### src/rtl/mem_access_pkg.sv
// ============================================================================
// Module      : mem_access_pkg
// Description : Shared types for the MEM stage: instruction type codes,
//               FSM state encoding and byte-count / alignment helpers.
// Revision    : 1.0 - initial release
// ============================================================================
`default_nettype none

package mem_access_pkg;

  localparam int INST_TYPE_W = 8;
  typedef logic [INST_TYPE_W-1:0] inst_type_t;

  localparam inst_type_t INST_LB  = 8'h20;
  localparam inst_type_t INST_LH  = 8'h21;
  localparam inst_type_t INST_LW  = 8'h23;
  localparam inst_type_t INST_LBU = 8'h24;
  localparam inst_type_t INST_LHU = 8'h25;
  localparam inst_type_t INST_SB  = 8'h28;
  localparam inst_type_t INST_SH  = 8'h29;
  localparam inst_type_t INST_SW  = 8'h2B;

  localparam logic [31:0] ZERO_WORD = 32'h0000_0000;

  typedef enum logic [1:0] {
    ST_IDLE = 2'd0,
    ST_XFER = 2'd1,
    ST_WAIT = 2'd2,
    ST_DONE = 2'd3
  } mem_state_e;

  // Index of the last byte of the access (byte count minus one).
  function automatic logic [1:0] last_byte(input inst_type_t t);
    logic [1:0] n;
    case (t)
      INST_LB, INST_LBU, INST_SB: n = 2'd0;
      INST_LH, INST_LHU, INST_SH: n = 2'd1;
      default:                    n = 2'd3;
    endcase
    return n;
  endfunction

  function automatic logic is_misaligned(input inst_type_t t, input logic [1:0] a);
    logic m;
    case (t)
      INST_LH, INST_LHU, INST_SH: m = a[0];
      INST_LW, INST_SW:           m = (a != 2'b00);
      default:                    m = 1'b0;
    endcase
    return m;
  endfunction

endpackage

`default_nettype wire

### src/rtl/mem_access_if.sv
// ============================================================================
// Module      : mem_access_if
// Description : Byte-wide RAM port. The MEM stage is the master; the RAM
//               returns read data one cycle after the address it was given.
//   ram_addr_out  ADDR_W  byte address
//   ram_wr_out    1       1 = write, 0 = read
//   ram_data_out  8       write byte
//   ram_data_in   8       read byte
// Revision    : 1.0 - initial release
// ============================================================================
`default_nettype none

interface mem_access_if #(
  parameter int ADDR_W = 32
);
  logic [ADDR_W-1:0] ram_addr_out;
  logic              ram_wr_out;
  logic [7:0]        ram_data_out;
  logic [7:0]        ram_data_in;

  modport master (output ram_addr_out, ram_wr_out, ram_data_out, input ram_data_in);
  modport slave  (input ram_addr_out, ram_wr_out, ram_data_out, output ram_data_in);
endinterface

`default_nettype wire

### src/rtl/mem_access_load_ext.sv
// ============================================================================
// Module      : mem_access_load_ext
// Description : Sign/zero extension of assembled load data.
//   inst_type_i  instruction code of the load
//   raw_i        little-endian assembled bytes
//   ext_o        extended write-back value
// Revision    : 1.0 - initial release
// ============================================================================
`default_nettype none

module mem_access_load_ext
  import mem_access_pkg::*;
(
  input  inst_type_t  inst_type_i,
  input  logic [31:0] raw_i,
  output logic [31:0] ext_o
);

  always_comb begin
    ext_o = raw_i;
    case (inst_type_i)
      INST_LB:  ext_o = {{24{raw_i[7]}}, raw_i[7:0]};
      INST_LBU: ext_o = {24'h0, raw_i[7:0]};
      INST_LH:  ext_o = {{16{raw_i[15]}}, raw_i[15:0]};
      INST_LHU: ext_o = {16'h0, raw_i[15:0]};
      default:  ext_o = raw_i;
    endcase
  end

endmodule

`default_nettype wire

### src/rtl/mem_access.sv
// ============================================================================
// Module      : mem_access
// Description : Pipeline MEM stage. Runs loads/stores as byte-serial
//               transactions on an 8-bit RAM port, stalling the pipeline
//               meanwhile; non-memory results pass straight through.
//               Optional macro MEM_ALIGN_CHECK_EN: misaligned H/W accesses
//               skip the RAM and raise misalign_out in DONE.
//   clk_in / rst_in (async, active-low) / rdy_in (low freezes the block)
//   rd_*_in, inst_type_in, load_in, store_in, mem_addr_in, mem_val_in : EX
//   rd_out, rd_addr_out, rd_val_out                                   : WB
//   stallreq_from_mem, misalign_out ; ram : RAM port (master)
// Revision    : 1.0 - initial release
// ============================================================================
`default_nettype none

module mem_access
  import mem_access_pkg::*;
#(
  parameter int ADDR_W = 32
) (
  input  logic         clk_in,
  input  logic         rst_in,
  input  logic         rdy_in,
  input  logic         rd_in,
  input  logic [4:0]   rd_addr_in,
  input  logic [31:0]  rd_val_in,
  input  inst_type_t   inst_type_in,
  input  logic         load_in,
  input  logic         store_in,
  input  logic [31:0]  mem_addr_in,
  input  logic [31:0]  mem_val_in,
  output logic         rd_out,
  output logic [4:0]   rd_addr_out,
  output logic [31:0]  rd_val_out,
  output logic         stallreq_from_mem,
  output logic         misalign_out,
  mem_access_if.master ram
);

  mem_state_e  state_q, state_d;
  logic [1:0]  cnt_q, cnt_d;
  logic [31:0] addr_q, addr_d;
  logic [31:0] data_q, data_d;
  logic [31:0] buf_q, buf_d;
  inst_type_t  type_q, type_d;
  logic        is_load_q, is_load_d;
  logic        rd_q, rd_d;
  logic [4:0]  rd_addr_q, rd_addr_d;
  logic        w_mis;

  logic        w_req;
  logic [1:0]  w_last;
  logic [1:0]  w_off;
  logic        w_addr_en;
  logic [31:0] w_sum;
  logic [31:0] w_ext;

  assign w_req  = load_in | store_in;
  assign w_last = last_byte(type_q);
  assign w_sum  = addr_q + {30'd0, w_off};

`ifdef MEM_ALIGN_CHECK_EN
  logic mis_q, mis_d;
  assign w_mis = mis_q;
`else
  assign w_mis = 1'b0;
`endif

  mem_access_load_ext u_load_ext (
    .inst_type_i (type_q),
    .raw_i       (buf_q),
    .ext_o       (w_ext)
  );

  always_ff @(posedge clk_in or negedge rst_in) begin
    if (!rst_in) begin
      state_q   <= ST_IDLE;
      cnt_q     <= 2'd0;
      addr_q    <= ZERO_WORD;
      data_q    <= ZERO_WORD;
      buf_q     <= ZERO_WORD;
      type_q    <= '0;
      is_load_q <= 1'b0;
      rd_q      <= 1'b0;
      rd_addr_q <= 5'd0;
`ifdef MEM_ALIGN_CHECK_EN
      mis_q     <= 1'b0;
`endif
    end else begin
      state_q   <= state_d;
      cnt_q     <= cnt_d;
      addr_q    <= addr_d;
      data_q    <= data_d;
      buf_q     <= buf_d;
      type_q    <= type_d;
      is_load_q <= is_load_d;
      rd_q      <= rd_d;
      rd_addr_q <= rd_addr_d;
`ifdef MEM_ALIGN_CHECK_EN
      mis_q     <= mis_d;
`endif
    end
  end

  // Next state and RAM port. Every register update is gated by rdy_in so a
  // low rdy_in freezes the whole transaction.
  always_comb begin
    state_d          = state_q;
    cnt_d            = cnt_q;
    addr_d           = addr_q;
    data_d           = data_q;
    buf_d            = buf_q;
    type_d           = type_q;
    is_load_d        = is_load_q;
    rd_d             = rd_q;
    rd_addr_d        = rd_addr_q;
`ifdef MEM_ALIGN_CHECK_EN
    mis_d            = mis_q;
`endif
    w_off            = cnt_q;
    w_addr_en        = 1'b0;
    ram.ram_wr_out   = 1'b0;
    ram.ram_data_out = 8'h00;

    case (state_q)
      ST_IDLE: begin
        if (rdy_in && w_req) begin
          addr_d    = mem_addr_in;
          data_d    = mem_val_in;
          type_d    = inst_type_in;
          is_load_d = load_in;
          rd_d      = rd_in;
          rd_addr_d = rd_addr_in;
          cnt_d     = 2'd0;
          buf_d     = ZERO_WORD;
          state_d   = ST_XFER;
`ifdef MEM_ALIGN_CHECK_EN
          mis_d = is_misaligned(inst_type_in, mem_addr_in[1:0]);
          if (mis_d) state_d = ST_DONE;
`endif
        end
      end
      ST_XFER: begin
        w_addr_en = 1'b1;
        if (is_load_q) begin
          // The byte arriving now is lost while frozen; point the RAM back at
          // it so it arrives again in the first cycle after rdy_in returns.
          if (!rdy_in && cnt_q != 2'd0) w_off = cnt_q - 2'd1;
        end else begin
          ram.ram_wr_out   = rdy_in;
          ram.ram_data_out = data_q[{cnt_q, 3'b000} +: 8];
        end
        if (rdy_in) begin
          if (is_load_q && cnt_q != 2'd0)
            buf_d[{cnt_q - 2'd1, 3'b000} +: 8] = ram.ram_data_in;
          if (cnt_q == w_last) state_d = is_load_q ? ST_WAIT : ST_DONE;
          else                 cnt_d   = cnt_q + 2'd1;
        end
      end
      ST_WAIT: begin
        if (rdy_in) begin
          buf_d[{w_last, 3'b000} +: 8] = ram.ram_data_in;
          state_d = ST_DONE;
        end else begin
          // Re-fetch the final byte while frozen (read only, no side effect).
          w_addr_en = 1'b1;
          w_off     = w_last;
        end
      end
      ST_DONE: begin
        if (rdy_in) state_d = ST_IDLE;
      end
      default: state_d = ST_IDLE;
    endcase

    ram.ram_addr_out = w_addr_en ? ADDR_W'(w_sum) : '0;
  end

  // Write-back outputs and stall.
  always_comb begin
    rd_out            = 1'b0;
    rd_addr_out       = 5'd0;
    rd_val_out        = ZERO_WORD;
    misalign_out      = 1'b0;
    stallreq_from_mem = w_req & (state_q != ST_DONE);
    if (rst_in) begin
      case (state_q)
        ST_IDLE: begin
          if (!w_req) begin
            rd_out      = rd_in;
            rd_addr_out = rd_addr_in;
            rd_val_out  = rd_val_in;
          end
        end
        ST_DONE: begin
          rd_addr_out  = rd_addr_q;
          misalign_out = w_mis;
          if (is_load_q && !w_mis) begin
            rd_out     = rd_q;
            rd_val_out = w_ext;
          end
        end
        default: ;
      endcase
    end
  end

endmodule

`default_nettype wire

### src/flat_wrapper.sv
// flat-port wrapper written by rule: the top's interface ports become plain ports
module mem_access_flat import mem_access_pkg::*;
#(
  parameter int ADDR_W = 32
)
  (clk_in, rst_in, rdy_in, rd_in, rd_addr_in, rd_val_in, inst_type_in, load_in, store_in, mem_addr_in, mem_val_in, rd_out, rd_addr_out, rd_val_out, stallreq_from_mem, misalign_out, ram_ram_addr_out, ram_ram_wr_out, ram_ram_data_out, ram_ram_data_in);
  mem_access_if #(.ADDR_W(ADDR_W)) ram_i ();
  input  logic clk_in;
  input  logic rst_in;
  input  logic rdy_in;
  input  logic rd_in;
  input  logic [4:0] rd_addr_in;
  input  logic [31:0] rd_val_in;
  input  inst_type_t inst_type_in;
  input  logic load_in;
  input  logic store_in;
  input  logic [31:0] mem_addr_in;
  input  logic [31:0] mem_val_in;
  output logic rd_out;
  output logic [4:0] rd_addr_out;
  output logic [31:0] rd_val_out;
  output logic stallreq_from_mem;
  output logic misalign_out;
  output wire logic [$bits(ram_i.ram_addr_out)-1:0] ram_ram_addr_out;
  output wire logic [$bits(ram_i.ram_wr_out)-1:0] ram_ram_wr_out;
  output wire logic [$bits(ram_i.ram_data_out)-1:0] ram_ram_data_out;
  input wire logic [$bits(ram_i.ram_data_in)-1:0] ram_ram_data_in;
  assign ram_ram_addr_out = ram_i.ram_addr_out;
  assign ram_ram_wr_out = ram_i.ram_wr_out;
  assign ram_ram_data_out = ram_i.ram_data_out;
  assign ram_i.ram_data_in = ram_ram_data_in;
  mem_access #(.ADDR_W(ADDR_W)) u_core (.clk_in(clk_in), .rst_in(rst_in), .rdy_in(rdy_in), .rd_in(rd_in), .rd_addr_in(rd_addr_in), .rd_val_in(rd_val_in), .inst_type_in(inst_type_in), .load_in(load_in), .store_in(store_in), .mem_addr_in(mem_addr_in), .mem_val_in(mem_val_in), .rd_out(rd_out), .rd_addr_out(rd_addr_out), .rd_val_out(rd_val_out), .stallreq_from_mem(stallreq_from_mem), .misalign_out(misalign_out), .ram(ram_i));
endmodule
### config.mk
export PLATFORM = sky130hd
export DESIGN_NAME = mem_access_flat
export DESIGN_NICKNAME = d
export VERILOG_FILES = /design/src/rtl/mem_access_pkg.sv /design/src/rtl/mem_access_if.sv /design/src/rtl/mem_access_load_ext.sv /design/src/rtl/mem_access.sv /design/src/flat_wrapper.sv
export SDC_FILE = /design/constraint.sdc
export NUM_CORES = 1
export LEC_CHECK = 0
export ABC_AREA = 1
export BUFFER_PORTS_ARGS = -buffer_cell sky130_fd_sc_hd__buf_2
export CORE_AREA = 2 2 123 125
export CTS_CLUSTER_DIAMETER = 60
export DETAILED_ROUTE_END_ITERATION = 10
export DIE_AREA = 0 0 125 127
export PLACE_DENSITY = 0.78
export SLEW_MARGIN = 20
export SYNTH_ARGS = -nofsm -noshare
export SYNTH_HDL_FRONTEND = slang
export SYNTH_SLANG_ARGS = --single-unit
### constraint.sdc
create_clock -name clk_in -period 4.4 [get_ports clk_in]
set_input_delay 0.22 -clock clk_in [delete_from_list [all_inputs] [get_ports clk_in]]
set_output_delay 0.22 -clock clk_in [all_outputs]
set_load 0.005 [all_outputs]
==> results of run 1 <==
==> kinds of logic (layout without fill, tap and decap cells) <==
kind of cell	Yosys count	in the layout	share of synthesized area [%]
other cells	1	1	0.0488
flops	115	115	37.5
xor+xnor	10	10	1.14
fa+ha+maj	13	13	2.21
simple gates	479	479	27.5
buf+inv	139	327	7.77
compound gates	233	233	16.6
mux	50	50	7.33
==> registers in the layout, summed over array words and instances (netlist names) <==
name,count
u_core.data_q,32
u_core.is_load_q,1
u_core.type_q,8
u_core.state_q,2
u_core.addr_q,32
u_core.buf_q,32
u_core.rd_q,1
u_core.rd_addr_q,5
u_core.cnt_q,2
==> power breakdown <==
group          internal [mW]  switching [mW]  total, mW
clock                  0.877           0.512       1.39
combinational           1.04            1.95       2.99
sequential              1.48           0.312       1.80
==> worst max-delay path, delay by kind of cell, from the launching register on <==
family	cells	cell delay (ns)
buffers and inverters	7	1.08
DFF	1	0.40
AOI/OAI and AO/OA	3	0.56
and+or+nand+nor	4	0.63
adders and majority gates	3	0.72
==> Yosys cell counts, types with 2 or more instances <==
cell type	number
nand2_1	237
nor2_1	119
dfrtp_1	115
a21oi_1	93
o21ai_0	91
inv_1	75
nand3_1	52
mux2_2	50
nor3_1	31
buf_2	24
clkbuf_1	22
o211ai_1	18
o21ai_1	13
ha_1	12
o21ai_2	10
nand3b_1	8
nand4_1	8
xor2_1	8
inv_2	6
buf_1	5
buf_6	5
nor3_2	5
nand2_2	4
nor2_2	4
a211oi_1	2
a31oi_1	2
buf_4	2
nand3_2	2
nand3b_4	2
nor2_8	2
xnor2_1	2
==> timing repair <==
item                                    CTS  global route
hold endpoints to repair                 48             0
endpoints found under the setup margin    0             1
resized for setup                         0             1
hold buffers                              1             0
buffers inserted                          0             0
==> cells in the final DEF (no fill, tap or decap), types with 7 or more instances in the layout <==
master and instances:
nand4_1 8, nand3_1 52, ha_1 12, xor2_1 8, nor2_1 119, o21ai_1 13
dfrtp_1 115, buf_4 12, nand2_1 235, o21ai_0 91, clkbuf_16 17, nand3b_1 8
inv_1 75, nor3_1 29, buf_2 201, mux2_2 50, o21ai_2 10, a21oi_1 93
o211ai_1 18, nor3_2 7
==> per-stage QoR <==
stage	setup WS, ns	util [%]	area, sq um
2_1_floorplan	1.01	-	7680
3_5_place_dp	0.853	60.5	8730
5_1_grt	0.0184	64.8	9340
6_report	0.367	64.8	9340
3_3_place_gp	1.02	60.5	8730
4_1_cts	0.391	64.7	9330
==> per-layer routing <==
layer	up-vias	part of all wire, %
li1	3803	-
met1	3501	45
met2	365	44
met3	38	9.1
met4	0	2.3
met5	-	0
==> cell type report <==
class,count,share of cell area (%)
clock buffer,20,5.00
clock inverter,12,1.38
inverter,81,3.25
multi-input combinational,786,45.3
sequential,115,30.8
tap,184,2.46
timing repair buffer,214,11.8
==> worst min path at each step <==
stage / startpoint / slack (ns) / end
after global placement: rst_in / 0.41 / u_core.data_q[2]
after floorplan: rst_in / -0.08 / u_core.addr_q[0]
after CTS: mem_val_in[10] / 0.02 / u_core.data_q[10]
after detailed placement: rst_in / 0.42 / u_core.data_q[2]
final: mem_val_in[16] / 0.03 / u_core.data_q[16]
after global routing: mem_val_in[10] / 0.02 / u_core.data_q[10]
==> flow_summary.json, run 1 <==
{
  "slew_headroom_pct": 42.1,
  "num_vias": 7707,
  "fillers": 1297,
  "syn_area_sq_mm": 0.00768,
  "maxCapViolCount": 0,
  "synth_area_leader_cell": "dfrtp_1",
  "async_reset_ff_share_pct": 100,
  "antennaDiodeCount": 0,
  "grt-ovfl-total": 0,
  "die_w_microns": 125,
  "timing_worst_setup_path_type": "reg -> out",
  "wl_per_cell_microns": 15.5,
  "tns_ns": 0,
  "antenna_found_initial": 0,
  "met1_usage_pct": 38.5,
  "top_usage_layer": "met2",
  "start_util_pct": 53.3,
  "grt_pass1_vias": 7380,
  "hp-class": "in -> reg",
  "drt-total-wl_microns": 21800,
  "syn_avg_cell_area_sq_um": 7.39,
  "ys_top_cells_by_area": "dfrtp_1 (37%), nand2_1 (12%), mux2_2 (7.3%)",
  "worst_pin_slew_ns": 0.867,
  "regArea_sq_mm": 0.00288,
  "vdd_drop_max_mv": 0.379,
  "synth_ff_type": "dfrtp_1",
  "grt_pass1_wl_microns": 36500,
  "synth_cell_types": 42,
  "crit_path_end": "ram_ram_addr_out[16]",
  "clockBufferDepth": 2,
  "r2r_start": "u_core.state_q[1]",
  "final-hold-violation-count": 0,
  "grt_max_degree": 68,
  "die-area_sq_mm": 0.0159,
  "min_period_ns": 4.03,
  "status": "completed",
  "dpl.hpwl_microns": 15900,
  "layout.cells.non_filler": 1412,
  "synth-edff-count": 0,
  "detail_route.first_pass.iterations": 7,
  "path_cells": "inv_1, ha_1, buf_4, inv_1, o221ai_1, a22o_1, ha_1, inv_1, fa_1, inv_1, nand3_2, nor2_1, nand2_1, inv_1, a31oi_1, nor3_1, buf_2",
  "leakage_nw": 4.68,
  "cts_made_buffers": 17,
  "synth_top_cell_area_share_pct": 37.5,
  "ys_seq_elements": 115,
  "grt_setup_unrepaired": "false",
  "ys_seq_area_share_pct": 37.5,
  "finalPower_mw": 6.18,
  "dp.cells": 1379,
  "setup_violations": 0,
  "drv_slew": 0,
  "cp_common_cell": "inv_1",
  "grtUsageMet3_pct": 7.62,
  "drive_gt1_share_pct": 27.4,
  "antenna_left": 0,
  "post-route-period-util_pct": 91.7,
  "worstRegToRegCells": 9,
  "routed_via_density": 5.46,
  "cts_sinks": 115,
  "startpoint_type": "flop",
  "r2r-end": "u_core.buf_q[31]",
  "crit_arrival_ns": 3.81,
  "clk_latency_ns": 0.42,
  "reg2reg_slack_ns": 1.82,
  "drc": 0,
  "drt_iter0_markers": 537,
  "synthCells": 1040,
  "slowest_delay_ns": 0.40,
  "root_buffer": "clkbuf_16",
  "row_count": 44,
  "skew_ns": 0.00344,
  "cp_slowest_cell": "dfrtp_1",
  "multi_input_area_sq_mm": 0.00423,
  "hold_path_depth": 2,
  "power_density_mw_per_mm2": 661,
  "design.core.area_sq_mm": 0.0144,
  "crit_path_end_kind": "primary output",
  "grt_use_total_pct": 28.3,
  "syn_to_final_growth_pct": 21.6,
  "synth_nets": 1176,
  "io_buffers": 202,
  "cts_tree": "yes",
  "max_freq_mhz": 248,
  "nets": 1351,
  "gp_congestion": 0.934,
  "synth_warnings": 0,
  "grtUsageMet2_pct": 44.2,
  "crit_fanout": 18,
  "clk_pin_slew_ns": 0.06,
  "cp-startpoint": "u_core.state_q[0]",
  "io_pins": 204,
  "cts_htree_levels": 4,
  "finalHoldWorstSlack_ns": 0.0268,
  "die-height_microns": 127,
  "cp.required_ns": 4.18
}
(Power assumes the default switching activity.)
==> run 2: changes to the inputs <==
CORE_AREA = 2 2 122 124   (was 2 2 123 125)
DIE_AREA = 0 0 124 126   (was 0 0 125 127)
SYNTH_HIERARCHICAL = 1   (was unset)
==> flow_summary.json, run 2 <==
{
  "hp-class": "in -> reg",
  "clockBufferDepth": 2,
  "io_buffers": 202,
  "drt_iter0_markers": 677,
  "dpl.hpwl_microns": 15900,
  "antennaDiodeCount": 0,
  "synthCells": 998,
  "synth_ff_type": "dfrtp_1",
  "crit_path_end_kind": "primary output",
  "mostFrequentLayoutCells": "buf_2 (201), nor2_1 (168), nand2_1 (164)",
  "grt_pass1_wl_microns": 34800,
  "nets": 1313,
  "critPathBufInv": 5,
  "root_buffer": "clkbuf_16",
  "yosysMostFrequentCell": "nor2_1",
  "cp.required_ns": 4.18,
  "clk_latency_ns": 0.42,
  "synth_common_cells": "nor2_1 (168), nand2_1 (165), dfrtp_1 (115)",
  "syn_avg_cell_area_sq_um": 7.55,
  "reg2reg_slack_ns": 1.62,
  "fillers": 1310,
  "drc": 0,
  "hold_path.startpoint": "inst_type_in[5]",
  "ys_seq_area_share_pct": 38.2,
  "regArea_sq_mm": 0.00288,
  "path_cells": "inv_1, ha_1, inv_1, nand2_1, nand2_1, a22o_1, o2bb2ai_1, ha_1, inv_1, fa_1, inv_1, nand2_1, nor2_1, nand2_1, or2_0, a21oi_1, buf_2",
  "num_vias": 7593,
  "synth_nets": 1134,
  "post-route-period-util_pct": 91.8,
  "min_period_ns": 4.04,
  "crit_path_end": "ram_ram_addr_out[30]",
  "async_reset_ff_share_pct": 100,
  "syn_to_final_growth_pct": 21.5,
  "skew_ns": 0.00578,
  "fin_util_pct": 63.9,
  "ys_top_cells_by_area": "dfrtp_1 (38%), mux2_2 (8.8%), nor2_1 (8.4%)",
  "crit_fanout": 14,
  "grt_setup_unrepaired": "false",
  "r2r-end": "u_core/buf_q[0]",
  "antenna_found_initial": 0,
  "syn_area_sq_mm": 0.00753,
  "maxCapViolCount": 0,
  "worstRegToRegCells": 9,
  "die-height_microns": 126,
  "cts_made_buffers": 17,
  "synth_warnings": 6,
  "row_count": 44,
  "startpoint_type": "flop",
  "cts_setup_buffers": 0,
  "routed_via_density": 5.53,
  "wl_per_cell_microns": 16.1,
  "drt-total-wl_microns": 22200,
  "synth-edff-count": 0,
  "critical_path.top_delay_family": "adder cells",
  "r2r_start": "u_core/state_q[0]",
  "grt_pass1_vias": 6960,
  "synth_area_leader_cell": "dfrtp_1",
  "mostFrequentLayoutCell": "buf_2",
  "crit_arrival_ns": 3.82,
  "status": "completed",
  "cp-startpoint": "u_core/cnt_q[1]",
  "cts_sinks": 115,
  "slew_headroom_pct": 29.9,
  "io_pins": 204,
  "multi_input_area_sq_mm": 0.00399,
  "tns_ns": 0,
  "leakage_nw": 4.59,
  "clk_pin_slew_ns": 0.06,
  "drive_gt1_share_pct": 27.1,
  "antenna_left": 0,
  "gp_congestion": 0.952,
  "timing_worst_setup_path_type": "reg -> out",
  "cts_tree": "yes",
  "drv_slew": 0,
  "grt-ovfl-total": 0,
  "final-hold-violation-count": 0,
  "start_util_pct": 52.6,
  "synth_top_cell_area_share_pct": 38.2,
  "cts_resized": 0,
  "cts_htree_levels": 4,
  "die-area_sq_mm": 0.0156,
  "grt_max_degree": 74,
  "design.core.area_sq_mm": 0.0143,
  "slowest_delay_ns": 0.45,
  "vdd_drop_max_mv": 0.420,
  "synth_cell_types": 44,
  "grt_use_total_pct": 28.6,
  "setup_violations": 0,
  "cp_slowest_cell": "fa_1",
  "ys_seq_elements": 115,
  "reg.largest.list": "u_core/addr_q x32, u_core/buf_q x32, u_core/data_q x32",
  "detail_route.first_pass.iterations": 7,
  "worst-path-stages": 17,
  "die_w_microns": 124,
  "max_freq_mhz": 248,
  "power_density_mw_per_mm2": 642,
  "worst_pin_slew_ns": 1.05
}
[run 2: kinds of logic (layout without fill, tap and decap cells)]
kind of cell,count (synthesis),after routing,synth area share (%)
compound gates,212,212,15.9
xor+xnor,12,12,1.40
fa+ha+maj,13,13,2.26
buf+inv,157,349,9.02
flops,115,115,38.2
mux,59,59,8.82
other cells,1,1,0.0498
simple gates,429,429,24.4
[run 2: worst reg2reg max path: cells and delay by family (launching register included)]
family / cells / cell delay [ns]
AND/OR/NAND/NOR: 4 / 1.12
flip-flops: 1 / 0.43
buffers and inverters: 3 / 0.63
AO/OA/AOI/OAI: 1 / 0.17
adder cells (fa/ha/maj): 1 / 0.36
[run 2: stage by stage]
stage | hold slack [ns] | cell area, sq um | setup WS [ns] | power (mW) | std cells
2_1_floorplan | -0.0756 | 7530 | 0.985 | 3.67 | 998
3_3_place_gp | 0.288 | 8580 | 0.936 | 4.44 | 1341
3_5_place_dp | 0.289 | 8580 | 0.869 | 4.50 | 1341
4_1_cts | 0.0143 | 9150 | 0.375 | 5.86 | 1374
5_1_grt | 0.0197 | 9150 | 0.0351 | 6.31 | 1374
6_report | 0.0255 | 9150 | 0.361 | 5.87 | 1374
[run 2: worst min-delay path by stage]
stage,to,cells after the start
6_report,u_core/type_q[5],2
3_5_place_dp,u_core/addr_q[8],1
5_1_grt,u_core/data_q[22],2
2_1_floorplan,u_core/addr_q[0],0
3_3_place_gp,u_core/addr_q[8],1
4_1_cts,u_core/addr_q[9],2
[run 2: report_power, final]
group	switching, mW	internal [mW]	total, mW
clock	0.510	0.804	1.31
sequential	0.351	1.47	1.82
combinational	1.74	1.00	2.74
[run 2: what timing repair did]
action,in CTS,in global routing
setup endpoints to repair,0,0
endpoints found under the hold margin,50,0
hold buffers,1,0
[run 2: metal layers]
layer,up-vias,routed length [microns],track usage [%]
met3,36,1900,7.70
met1,3542,9270,36.9
met5,-,0,0
met4,0,403,9.85
li1,3678,-,-
met2,337,10600,46.5
[run 2: cell type report]
class                   instances  share of cell area (%)
multi-input cells             726                    43.6
flip-flops and latches        115                    31.4
repair buffers                214                    12.1
clock buffers                  20                    4.99
inverters                     103                    4.22
well taps                     184                    2.52
clock inverters                12                    1.18
